## src/rtl/fetch_prefetch_if.sv

```systemverilog
// Instruction-fetch memory port between fetch_prefetch and main_memory.
// The fetch side owns addr/req; memory answers with instr and a one-cycle ack.
interface fetch_prefetch_if;
  logic [31:0] main_memory_instr_addr;
  logic [31:0] main_memory_instr;
  logic        main_memory_instr_req;
  logic        main_memory_instr_ack;

  modport master (
    output main_memory_instr_addr,
    output main_memory_instr_req,
    input  main_memory_instr,
    input  main_memory_instr_ack
  );

  modport slave (
    input  main_memory_instr_addr,
    input  main_memory_instr_req,
    output main_memory_instr,
    output main_memory_instr_ack
  );
endinterface

```

## src/rtl/fetch_prefetch.sv

```systemverilog
// RV32I fetch stage with a BUF_DEPTH-entry prefetch buffer of {pc, instr} pairs.
// Sequential word fetches run ahead of decode; redirects/flush empty the buffer.
// A request killed while awaiting ack is tracked as stale and its data dropped.
// Optional feature macro FETCH_MISALIGN_EN: adds fetch_misaligned and blocks
// fetching after a misaligned redirect target; without it targets are word-aligned.
module fetch_prefetch #(
  parameter logic [31:0] PC_RESET  = 32'h0,
  parameter int          BUF_DEPTH = 4
) (
  input  logic                    clk,
  input  logic                    rst,
  fetch_prefetch_if.master        mem,
  output logic [31:0]             fetch_instr,
  output logic [31:0]             pc,
  output logic                    fetch_valid,
  input  logic                    writeback_change_pc,
  input  logic [31:0]             writeback_next_pc,
  input  logic                    execute_change_pc,
  input  logic [31:0]             execute_next_pc,
  input  logic                    stall,
  input  logic                    flush,
`ifdef FETCH_MISALIGN_EN
  output logic                    fetch_misaligned,
`endif
  output logic                    next_clk_en
);

  localparam int               PTR_W      = $clog2(BUF_DEPTH);
  localparam int               CNT_W      = PTR_W + 1;
  localparam logic [CNT_W-1:0] FULL_COUNT = CNT_W'(BUF_DEPTH);
  localparam logic [31:0]      NOP        = 32'h0000_0013;

  // F_STALE means a request is still outstanding but its data must be dropped.
  typedef enum logic [1:0] {F_IDLE, F_WAIT, F_STALE} fetch_state_t;

  fetch_state_t      state, state_n;
  logic [31:0]       fetch_pc, fetch_pc_n;
  logic [31:0]       addr_q, addr_n;
  logic [31:0]       last_pc;
  logic [31:0]       pc_buf    [BUF_DEPTH];
  logic [31:0]       instr_buf [BUF_DEPTH];
  logic [PTR_W-1:0]  rd_ptr, wr_ptr;
  logic [CNT_W-1:0]  count;
  logic              redirect, kill, push, pop, issue_block;
  logic [31:0]       redirect_target, kill_target;

  // Writeback beats execute; target alignment depends on the misalign feature.
  always_comb begin
    redirect_target = writeback_change_pc ? writeback_next_pc : execute_next_pc;
`ifdef FETCH_MISALIGN_EN
    redirect_target = redirect_target;
`else
    redirect_target[1:0] = 2'b00;
`endif
  end

  assign redirect    = writeback_change_pc | execute_change_pc;
  assign kill        = redirect | flush;
  assign fetch_valid = (count != '0);
  assign fetch_instr = fetch_valid ? instr_buf[rd_ptr] : NOP;
  assign pc          = fetch_valid ? pc_buf[rd_ptr] : last_pc;
  assign kill_target = redirect ? redirect_target : (fetch_valid ? pc_buf[rd_ptr] : fetch_pc);
  assign next_clk_en = fetch_valid & ~stall & ~kill;
  assign pop         = next_clk_en;
  assign push        = (state == F_WAIT) && mem.main_memory_instr_ack && !kill;

  assign mem.main_memory_instr_req  = (state != F_IDLE);
  assign mem.main_memory_instr_addr = addr_q;

`ifdef FETCH_MISALIGN_EN
  logic misaligned_q, misaligned_n;

  // A redirect re-evaluates the flag; flush alone leaves it untouched.
  always_comb begin
    misaligned_n = misaligned_q;
    if (redirect) misaligned_n = |redirect_target[1:0];
  end

  // Misaligned flag register.
  always_ff @(posedge clk) begin
    if (!rst) misaligned_q <= 1'b0;
    else      misaligned_q <= misaligned_n;
  end

  assign issue_block      = misaligned_n;
  assign fetch_misaligned = misaligned_q;
`else
  assign issue_block = 1'b0;
`endif

  // Request FSM: issue, wait for ack, or drain a killed request.
  always_comb begin
    state_n    = state;
    fetch_pc_n = fetch_pc;
    addr_n     = addr_q;
    case (state)
      F_IDLE: begin
        if (kill) fetch_pc_n = kill_target;
        if (!issue_block && (kill || count < FULL_COUNT)) begin
          state_n = F_WAIT;
          addr_n  = kill ? kill_target : fetch_pc;
        end
      end
      F_WAIT: begin
        if (mem.main_memory_instr_ack) begin
          state_n    = F_IDLE;
          fetch_pc_n = kill ? kill_target : fetch_pc + 32'd4;
        end else if (kill) begin
          state_n    = F_STALE;
          fetch_pc_n = kill_target;
        end
      end
      F_STALE: begin
        if (kill) fetch_pc_n = kill_target;
        if (mem.main_memory_instr_ack) state_n = F_IDLE;
      end
      default: state_n = F_IDLE;
    endcase
  end

  // FSM, fetch pc and request address registers.
  always_ff @(posedge clk) begin
    if (!rst) begin
      state    <= F_IDLE;
      fetch_pc <= PC_RESET;
      addr_q   <= PC_RESET;
    end else begin
      state    <= state_n;
      fetch_pc <= fetch_pc_n;
      addr_q   <= addr_n;
    end
  end

  // Buffer pointers and occupancy; any kill empties the buffer.
  always_ff @(posedge clk) begin
    if (!rst) begin
      rd_ptr  <= '0;
      wr_ptr  <= '0;
      count   <= '0;
      last_pc <= PC_RESET;
    end else if (kill) begin
      rd_ptr <= '0;
      wr_ptr <= '0;
      count  <= '0;
    end else begin
      if (push) wr_ptr <= wr_ptr + PTR_W'(1);
      if (pop) begin
        rd_ptr  <= rd_ptr + PTR_W'(1);
        last_pc <= pc_buf[rd_ptr];
      end
      case ({push, pop})
        2'b10:   count <= count + CNT_W'(1);
        2'b01:   count <= count - CNT_W'(1);
        default: count <= count;
      endcase
    end
  end

  // Buffer storage; the entry pc is the address the data was fetched from.
  always_ff @(posedge clk) begin
    if (push) begin
      pc_buf[wr_ptr]    <= addr_q;
      instr_buf[wr_ptr] <= mem.main_memory_instr;
    end
  end

endmodule

```

## src/flat_wrapper.sv

```systemverilog
// flat-port wrapper written by rule: the top's interface ports become plain ports
module fetch_prefetch_flat 
#(
  parameter logic [31:0] PC_RESET  = 32'h0,
  parameter int          BUF_DEPTH = 4
)
  (clk, rst, fetch_instr, pc, fetch_valid, writeback_change_pc, writeback_next_pc, execute_change_pc, execute_next_pc, stall, flush, next_clk_en, mem_main_memory_instr_addr, mem_main_memory_instr_req, mem_main_memory_instr, mem_main_memory_instr_ack);
  fetch_prefetch_if mem_i ();
  input  logic clk;
  input  logic rst;
  output logic [31:0] fetch_instr;
  output logic [31:0] pc;
  output logic fetch_valid;
  input  logic writeback_change_pc;
  input  logic [31:0] writeback_next_pc;
  input  logic execute_change_pc;
  input  logic [31:0] execute_next_pc;
  input  logic stall;
  input  logic flush;
  output logic next_clk_en;
  output wire logic [$bits(mem_i.main_memory_instr_addr)-1:0] mem_main_memory_instr_addr;
  output wire logic [$bits(mem_i.main_memory_instr_req)-1:0] mem_main_memory_instr_req;
  input wire logic [$bits(mem_i.main_memory_instr)-1:0] mem_main_memory_instr;
  input wire logic [$bits(mem_i.main_memory_instr_ack)-1:0] mem_main_memory_instr_ack;
  assign mem_main_memory_instr_addr = mem_i.main_memory_instr_addr;
  assign mem_main_memory_instr_req = mem_i.main_memory_instr_req;
  assign mem_i.main_memory_instr = mem_main_memory_instr;
  assign mem_i.main_memory_instr_ack = mem_main_memory_instr_ack;
  fetch_prefetch #(.PC_RESET(PC_RESET), .BUF_DEPTH(BUF_DEPTH)) u_core (.clk(clk), .rst(rst), .mem(mem_i), .fetch_instr(fetch_instr), .pc(pc), .fetch_valid(fetch_valid), .writeback_change_pc(writeback_change_pc), .writeback_next_pc(writeback_next_pc), .execute_change_pc(execute_change_pc), .execute_next_pc(execute_next_pc), .stall(stall), .flush(flush), .next_clk_en(next_clk_en));
endmodule
```

## config.mk

```make
export PLATFORM = sky130hd
export DESIGN_NAME = fetch_prefetch_flat
export DESIGN_NICKNAME = d
export VERILOG_FILES = /design/src/rtl/fetch_prefetch_if.sv /design/src/rtl/fetch_prefetch.sv /design/src/flat_wrapper.sv
export SDC_FILE = /design/constraint.sdc
export NUM_CORES = 1
export LEC_CHECK = 0
export ABC_AREA = 0
export BUFFER_PORTS_ARGS = -buffer_cell sky130_fd_sc_hd__buf_2
export CELL_PAD_IN_SITES_DETAIL_PLACEMENT = 0
export CELL_PAD_IN_SITES_GLOBAL_PLACEMENT = 1
export CORE_ASPECT_RATIO = 2
export CORE_MARGIN = 2
export CORE_UTILIZATION = 51
export CTS_CLUSTER_SIZE = 10
export DETAILED_ROUTE_END_ITERATION = 10
export GPL_TIMING_DRIVEN = 0
export HOLD_SLACK_MARGIN = 0.06
export PLACE_DENSITY_LB_ADDON = 0.1
export SLEW_MARGIN = 0
export SYNTH_ARGS = -nofsm -noshare
export SYNTH_HDL_FRONTEND = slang
export SYNTH_SLANG_ARGS = --single-unit
export TNS_END_PERCENT = 10
```

## constraint.sdc

```tcl
create_clock -name clk -period 7.01 [get_ports clk]
set_input_delay 2.103 -clock clk [delete_from_list [all_inputs] [get_ports clk]]
set_output_delay 2.103 -clock clk [all_outputs]
set_load 0.01 [all_outputs]
```

Yosys cells after proc, flatten, opt, wreduce, memory -nomap -nowiden:

Memory sizes are Yosys's and may differ from the RTL's. A register that Yosys moved wholly into a read port is not among the register bits.
Cells that the tools add are included.

* memories kept: 2
* bits in registers: 105
* input port bits: 103
* RAM bits: 256

Memory list
* u_core.instr_buf: depth 4, width 32, rd ports 1, clocked after memory_dff 1, write ports 1, line fetch_prefetch.sv:41 `logic [31:0] instr_buf [BUF_DEPTH];`
* u_core.pc_buf: depth 4, width 32, rd ports 1, clocked after memory_dff 1, write ports 1, line fetch_prefetch.sv:40 `logic [31:0] pc_buf [BUF_DEPTH];`

* add/sub/neg operators: 5
* reductions and logical operators: 14
* muxes and demuxes: 21
* order comparisons: 1
* bitwise gates (word level): 7
* equality and inequality tests: 7

Operator list (count)
* $mux 32: 8
* $pmux 32 s2: 1
* $add 32x3->32 const B: 1
* $mux 2: 8
* $pmux 2 s3: 1
* $pmux 3 s2: 1
* $reduce_bool 2->1: 3
* $add 2x1->2 const B: 2
* $eq 2x1->1 const B: 2
* $eq 2x2->1 const B: 2
* $reduce_and 2->1: 2
* $reduce_or 2->1: 2
* $add 3x1->3 const B: 1
* $lt 3x3->1 const B: 1
* $ne 3x2->1 const B: 1
* $not 1->1: 3
* $reduce_and 3->1: 1
* $reduce_bool 3->1: 1
* $sub 3x1->3 const B: 1
* $and 1x1->1: 2
* $logic_and 1x1->1: 2
* $logic_not 2->1: 1
* $mux 1: 2
* $ne 2x1->1 const B: 1
* other kinds (4): 5

Longest topological paths before layout:

Gate-level depths: netlist of the first run.

* word-level depth: 6
* gate-level depth with buffers: 11
* mapped depth without buffers: 10

Worst setup path before layout of the first run:

OpenSTA, ideal clock, no wires.

* path type: input to output
* start: input execute_change_pc
* end: output next_clk_en
* data required time: 4.907 ns
* stages on the path: 4
* arrival time: 2.988 ns
* slack: 1.919 ns
* path through: nor3_1 nand2_1 clkinv_1 buf_2

* word-level cells in the longest chain between the ends: 4

RTL lines
* start, declared: line flat_wrapper.sv:16 `input logic execute_change_pc;`
* $or 1x1->1: line fetch_prefetch.sv:57 `assign redirect = writeback_change_pc | execute_change_pc;`
* $or 1x1->1: line fetch_prefetch.sv:58 `assign kill = redirect | flush;`
* $not 1->1 (no line)
* $and 1x1->1: line fetch_prefetch.sv:63 `assign next_clk_en = fetch_valid & ~stall & ~kill;`
* end, declared: line flat_wrapper.sv:20 `output logic next_clk_en;`

No other way between the ends.

Worst setup path in the final report of the first run:

Same ends and word-level chain as after synthesis.

==> results.md, run 1 <==
* Clock H-tree levels at 2
* Clk buf depth at 3
* Pwr Density at 252 nW/um^2
* # hold bufs at CTS at 0
* Main synth FF type: edfxtp_1
* Post-CTS sizing at 0
* Drt first pass iters at 5
* Status: completed
* CTS Root Cell: clkbuf_16
* Critical path class: primary input to output pin
* Area grow syn2layout at 17.7%
* Fin. max-slew vios at 0
* Die width at 128 um
* Total CTS buffers at 42
* Maximum vdd ir drop at around 0.22 mV
* Core ar. at 30200 sq um
* TritonCTS clock tree: built
* Unrepaired setup endpoints after global routing: false
* HP Start: u_core.last_pc[14]$_SDFFE_PN0P_
* Leakage power at 6.63 nW
* Mapped Cells at 1242
* Hold Path Sink: u_core.last_pc[14]$_SDFFE_PN0P_
* Seq/Total Area, Yosys at between 60% and 70%
* Area taken by flip-flops and latches at between 9000 and 10000 sq um
* Slew @ Worst Pin at 1070 ps
* Worst-path maximum fanout at 11
* Ys Warns at 0
* Clk slew on worst S/H paths at 60 ps
* Die H at 252 um
* Number of global-route vias before repair at 11600
* Max Freq at 163 MHz
* Commonest non-fill, non-tap cell in the layout: edfxtp_1
* Row count at 90
* Reg2reg start: u_core.count[2]$_SDFFE_PP0P_
* Post-DP HPWL at 34600 um
* CP Cell Sequence: buf_2 -> nor3_1 -> nand2_1 -> clkinv_1 -> buf_2 -> buf_2
* Critical Path Source Type: primary input
* First-pass GRT wire length at 71400 um
* Most Frequent Cell on Critical Path: buf_2
* Post-Route Utilization at between 60% and 70%
* Post-DRT Antenna Nets at 0
* IO Count at 202
* Layout cells sized above 1 at 23.2%
* Worst EP required at 4910 ps
* Diode count at 0
* Via count at 11300
* Asr flop ratio synth at 0%
* Post-synth EDFFs at 256
* Mapped Avg Cell Area at 12.6 sq um
* Max Cap Viol at 0
* Post-Syn Area at between 15000 and 20000 sq um
* Most frequent cells in the layout: 256 x edfxtp_1, 223 x nand2_1, 215 x buf_2, 107 x dfxtp_1, 94 x a21oi_1
* Hold depth at 2
* Register bit total from synthesis at between 300 and 400
* Worst endpoint data arrival time at 4040 ps
* CP peak stage delay at 550 ps
* Vias per inst at 6.00
* RR Endpoint: u_core.count[2]$_SDFFE_PP0P_
* Period utilization at 87.6%
* GPL Wtd Cong at 0.992
* Multi-input gate area at 5380 sq um
* Total track usage at 30.6%
* CP endpoint kind: output pin
* Pin count of the biggest net entering global routing at 56
* Setup TNS at 0 ps
* IO Port Bufs at a little under 200
* DRC Markers at 0
* Reg2Reg Depth at 11
* Hold WC Path Type: flip-flop to flip-flop
* Skew final at roughly 13 ps
* Initial Utilization at between 50% and 60%
* Final nets at around 1600
* WL final at a little under 50000 um
* Fillers at approximately 2600
* Critical-path top delay cell: nor3_1
* Drt wl/cell at 26.0 um
* Syn Nets at approximately 1400
* Min Tclk post-route at around 6100 ps
* Worst-Skew Late Latency at 540 ps
* Final Hold Vio Count at 0
* Slew headroom at between 20% and 30%
* Clock Sinks at 363
* Total power at ~4.6 mW
* Distinct cell type count of the synthesized netlist at a little over 60
* Setup bufs post-CTS at 0
* Total gr overflow at 0
* Initial antenna violation count at 0
* R2R Setup Slk at 3870 ps
* Final setup fails at 0
* Die Area at 32100 sq um
* Iteration-0 DRC Markers at 680
## flip-flops by register name, summed over array words and instances, names as in the netlist, named ones only
signal,count
u_core.count,3
u_core.fetch_pc,32
u_core.instr_buf,128
u_core.last_pc,32
u_core.mem.main_memory_instr_addr,32
u_core.pc_buf,128
u_core.rd_ptr,2
u_core.state,2
u_core.wr_ptr,2
## layer usage
layer	routed length (um)	vias to the layer above	global-route usage, %
met1	16900	5589	32.0
met5	0	-	0
met3	2510	138	5.15
met2	26100	453	55.6
met4	3430	0	19.9
li1	-	5135	-
## worst max-delay path, delay by kind of cell
kind | cells | cell delay [ps]
buf+inv | 4 | 980
simple gates | 2 | 940
## through the flow
step | setup WS, ps | hold WS, ps | area [sq um] | std cells
2_1_floorplan | 1920 | 443 | 15600 | 1242
3_3_place_gp | 173 | 450 | 17100 | 1806
3_5_place_dp | 922 | 457 | 17200 | 1810
4_1_cts | 919 | 464 | 18400 | 1885
5_1_grt | 841 | 489 | 18400 | 1885
6_report | 872 | 463 | 18400 | 1885
## Yosys cell counts, drive strengths merged, types with 14 or more instances
| cell | instances | area share, % |
|---|---|---|
| o22ai | 14 | 0.56 |
| clkbuf | 52 | 1.2 |
| mux4 | 64 | 9.2 |
| nand3 | 41 | 1.3 |
| nand2 | 224 | 5.4 |
| a21boi | 40 | 1.9 |
| a21oi | 95 | 3.1 |
| nor2 | 31 | 0.74 |
| inv | 18 | 0.43 |
| and2 | 42 | 1.7 |
| edfxtp | 256 | 49 |
| dfxtp | 107 | 14 |
| o21ai | 74 | 2.4 |
| buf | 30 | 0.99 |
## cell type report
type | instances | share of cell area (%)
Sequential cell | 363 | 53.4
Multi-Input combinational cell | 778 | 29.3
Clock buffer | 73 | 6.46
Timing Repair Buffer | 200 | 5.93
Tap cell | 368 | 2.50
Buffer | 82 | 1.91
Inverter | 19 | 0.388
Clock inverter | 2 | 0.0953
## kinds of logic after synthesis
kind of cell               count (synthesis)  share of synthesized area, %
buffers and inverters                    101                          2.70
muxes                                     68                          9.48
xor gates and xnor gates                  11                         0.617
AOI/OAI and AO/OA                        292                          11.5
adders and majority gates                  7                         0.609
DFF                                      363                          62.9
and+or+nand+nor                          400                          12.2
## how the worst max path moves through the flow
stage                      start                        endpoint  depth (start not counted)
2_1_floorplan  execute_change_pc                     next_clk_en                          4
5_1_grt        execute_change_pc                     next_clk_en                          6
6_report       execute_change_pc                     next_clk_en                          6
3_3_place_gp   execute_change_pc  u_core.pc_buf[3][31]$_DFFE_PP_                          6
4_1_cts        execute_change_pc                     next_clk_en                          6
3_5_place_dp   execute_change_pc                     next_clk_en                          6
## power breakdown
| group | switching [mW] | internal [mW] |
|---|---|---|
| Sequential | 0.0567 | 2.34 |
| Clock | 0.824 | 1.14 |
| Combinational | 0.180 | 0.0976 |
Note: power is estimated with default switching activity, not from simulation.
==> run 2, diff against run 1 <==
Settings changed: CORE_MARGIN 2 to unset, CTS_CLUSTER_DIAMETER set to 30, REMOVE_ABC_BUFFERS set to 1.
==> results.md, run 2 (synthesized netlist as in run 1, its figures left out) <==
* Drt wl/cell at 21.9 um
* Hold WC Path Type: flip-flop to flip-flop
* Clock Sinks at 363
* Post-DP HPWL at around 25000 um
* Top Registers: u_core.instr_buf: 128 flops, u_core.pc_buf: 128 flops
* Critical-path top delay cell: buf_2
* Total CTS buffers at 47
* Area grow syn2layout at 18.2%
* First-pass GRT wire length at 61800 um
* Core ar. at 30200 sq um
* Initial antenna violation count at 0
* IO Port Bufs at 197
* Skew final at 9.22 ps
* Max Cap Viol at 0
* Most frequent cells in the layout: 256 x edfxtp_1, 222 x nand2_1, 196 x buf_2, 105 x dfxtp_1, 94 x a21oi_1
* Final setup fails at 0
* Combinational power share at 5.0%
* Iteration-0 DRC Markers at just over 700
* Leakage power at about 6.7 nW
* Min Tclk post-route at between 6000 and 7000 ps
* Maximum vdd ir drop at 0.255 mV
* Fin Hold WS at around 460 ps
* Die Area at 31400 sq um
* Row count at 90
* Total gr overflow at 0
* Most Frequent Cell on Critical Path: buf_2
* Vias per inst at 5.85
* Clock H-tree levels at 2
* Reg2reg start: u_core.count[0]$_SDFFE_PP0P_
* Unrepaired setup endpoints after global routing: false
* Diode count at 0
* Drt first pass iters at 5
* CTS Root Cell: clkbuf_16
* Critical path class: primary input to output pin
* CP peak stage delay at 560 ps
* Total power at about 4.8 mW
* WL final at 39800 um
* CP endpoint kind: output pin
* Initial Utilization at 51.8%
* Clock power share at 45.5%
* CP Cell Sequence: buf_2 -> nor3_2 -> buf_6 -> nand2_4 -> clkinv_4 -> buf_2
* Cell Int Power at ~3.8 mW
* Switching Share at 22.1%
* Top Family by Delay on Critical Path: buffers and inverters
* Reg power frac at 49.5%
* HP Start: u_core.last_pc[2]$_SDFFE_PN0P_
* Die width at 126 um
* Status: completed
* Clk buf depth at 3
* Pre-CTS WS at -261 ps
* Pin count of the biggest net entering global routing at 68
* Max Freq at 155 MHz
* GPL Wtd Cong at between 0.8 and 0.9
* Worst EP required at 4910 ps
* Post-route setup slack at approximately 570 ps
* Psw at 1.07 mW
* Clk slew on worst S/H paths at 50 ps
* Slew headroom at 7.45%
* Layout cells sized above 1 at around 25%
* IO Count at 202
* DRC Markers at 0
* Fillers at 2584
* Number of global-route vias before repair at around 11000
* Worst Path Buf+Inv at 4
* Post-DRT Antenna Nets at 0
* Final nets at 1528
* Die H at 250 um
* Worst endpoint data arrival time at between 4000 and 5000 ps
* TritonCTS clock tree: built
* Slew @ Worst Pin at 1390 ps
* Critical Path Start: writeback_change_pc
* Period utilization at 91.9%
* Fin. max-slew vios at 0
* Commonest non-fill, non-tap cell in the layout: edfxtp_1
* Pwr Density at around 260 nW/um^2
* Worst-Skew Late Latency at 550 ps
* Final Hold Vio Count at 0
* Critical Path Source Type: primary input
* Via count at between 10000 and 15000
* Worst-path maximum fanout at 35
* Total track usage at 26.2%
[run 2: cell count changes in the layout (fill, tap and decap cells not counted), sizes merged]
| cell | before | now |
|---|---|---|
| bufinv | 0 | 2 |
| clkinvlp | 0 | 3 |
| clkbuf | 125 | 63 |
| clkinv | 2 | 11 |
| buf | 230 | 209 |
[run 2: area by class of cell]
class | instances | area (sq um) | share of cell area (%)
timing repair buffer | 209 | 1260 | 6.83
inverter | 19 | 78.8 | 0.427
clock buffer | 63 | 1280 | 6.92
clock inverter | 16 | 153 | 0.827
multi-input combinational | 778 | 5400 | 29.2
sequential | 363 | 9840 | 53.3
tap | 368 | 460 | 2.49
[run 2: what timing repair did]
action	4_1_cts	5_1_grt
gates resized for setup	1	1
hold buffers	0	0
buffers inserted	0	0
endpoints found under the setup margin	1	1
[run 2: per-stage QoR]
| stage | area, sq um | cells | utilization, % | TNS (ps) |
|---|---|---|---|---|
| final | 18500 | 1816 | 61.2 | 0 |
| after floorplan | 15300 | 1160 | - | -607 |
| after detailed placement | 17000 | 1737 | 56.4 | -261 |
| after global placement | 16700 | 1725 | 55.4 | -463760 |
| after CTS | 18500 | 1816 | 61.2 | 0 |
| after global routing | 18500 | 1816 | 61.2 | 0 |
[run 2: worst paths after layout]
| kind | end | slack [ps] | depth (start not counted) |
|---|---|---|---|
| max | next_clk_en | 570 | 6 |
| min reg2reg | u_core.last_pc[2]$_SDFFE_PN0P_ | 460 | 2 |
| max reg2reg | u_core.count[2]$_SDFFE_PP0P_ | 3440 | 10 |
| min | u_core.last_pc[2]$_SDFFE_PN0P_ | 460 | 2 |
[run 2: power groups by stage]
stage	sequential [mW]	combinational (mW)	clock (mW)
after floorplan	2.43	0.116	0
after global placement	2.44	0.238	0
after detailed placement	2.44	0.244	0
after CTS	2.40	0.245	2.25
after global routing	2.40	0.268	2.32
final	2.40	0.243	2.21
[run 2: metal layers]
layer,global-route usage (%),up-vias,part of all wire (%)
li1,-,5009,-
met1,29.0,5230,37
met2,49.6,296,55
met3,3.86,83,4.5
met4,10.1,0,3.2
met5,0,-,0
[run 2: worst reg2reg max path, delay by kind of cell, from the launching register on]
family          cells  cell delay [ps]
flops               1              350
fa+ha+maj           2              560
buf+inv             2              540
compound gates      1              150
xor+xnor            1               70
simple gates        4             1820
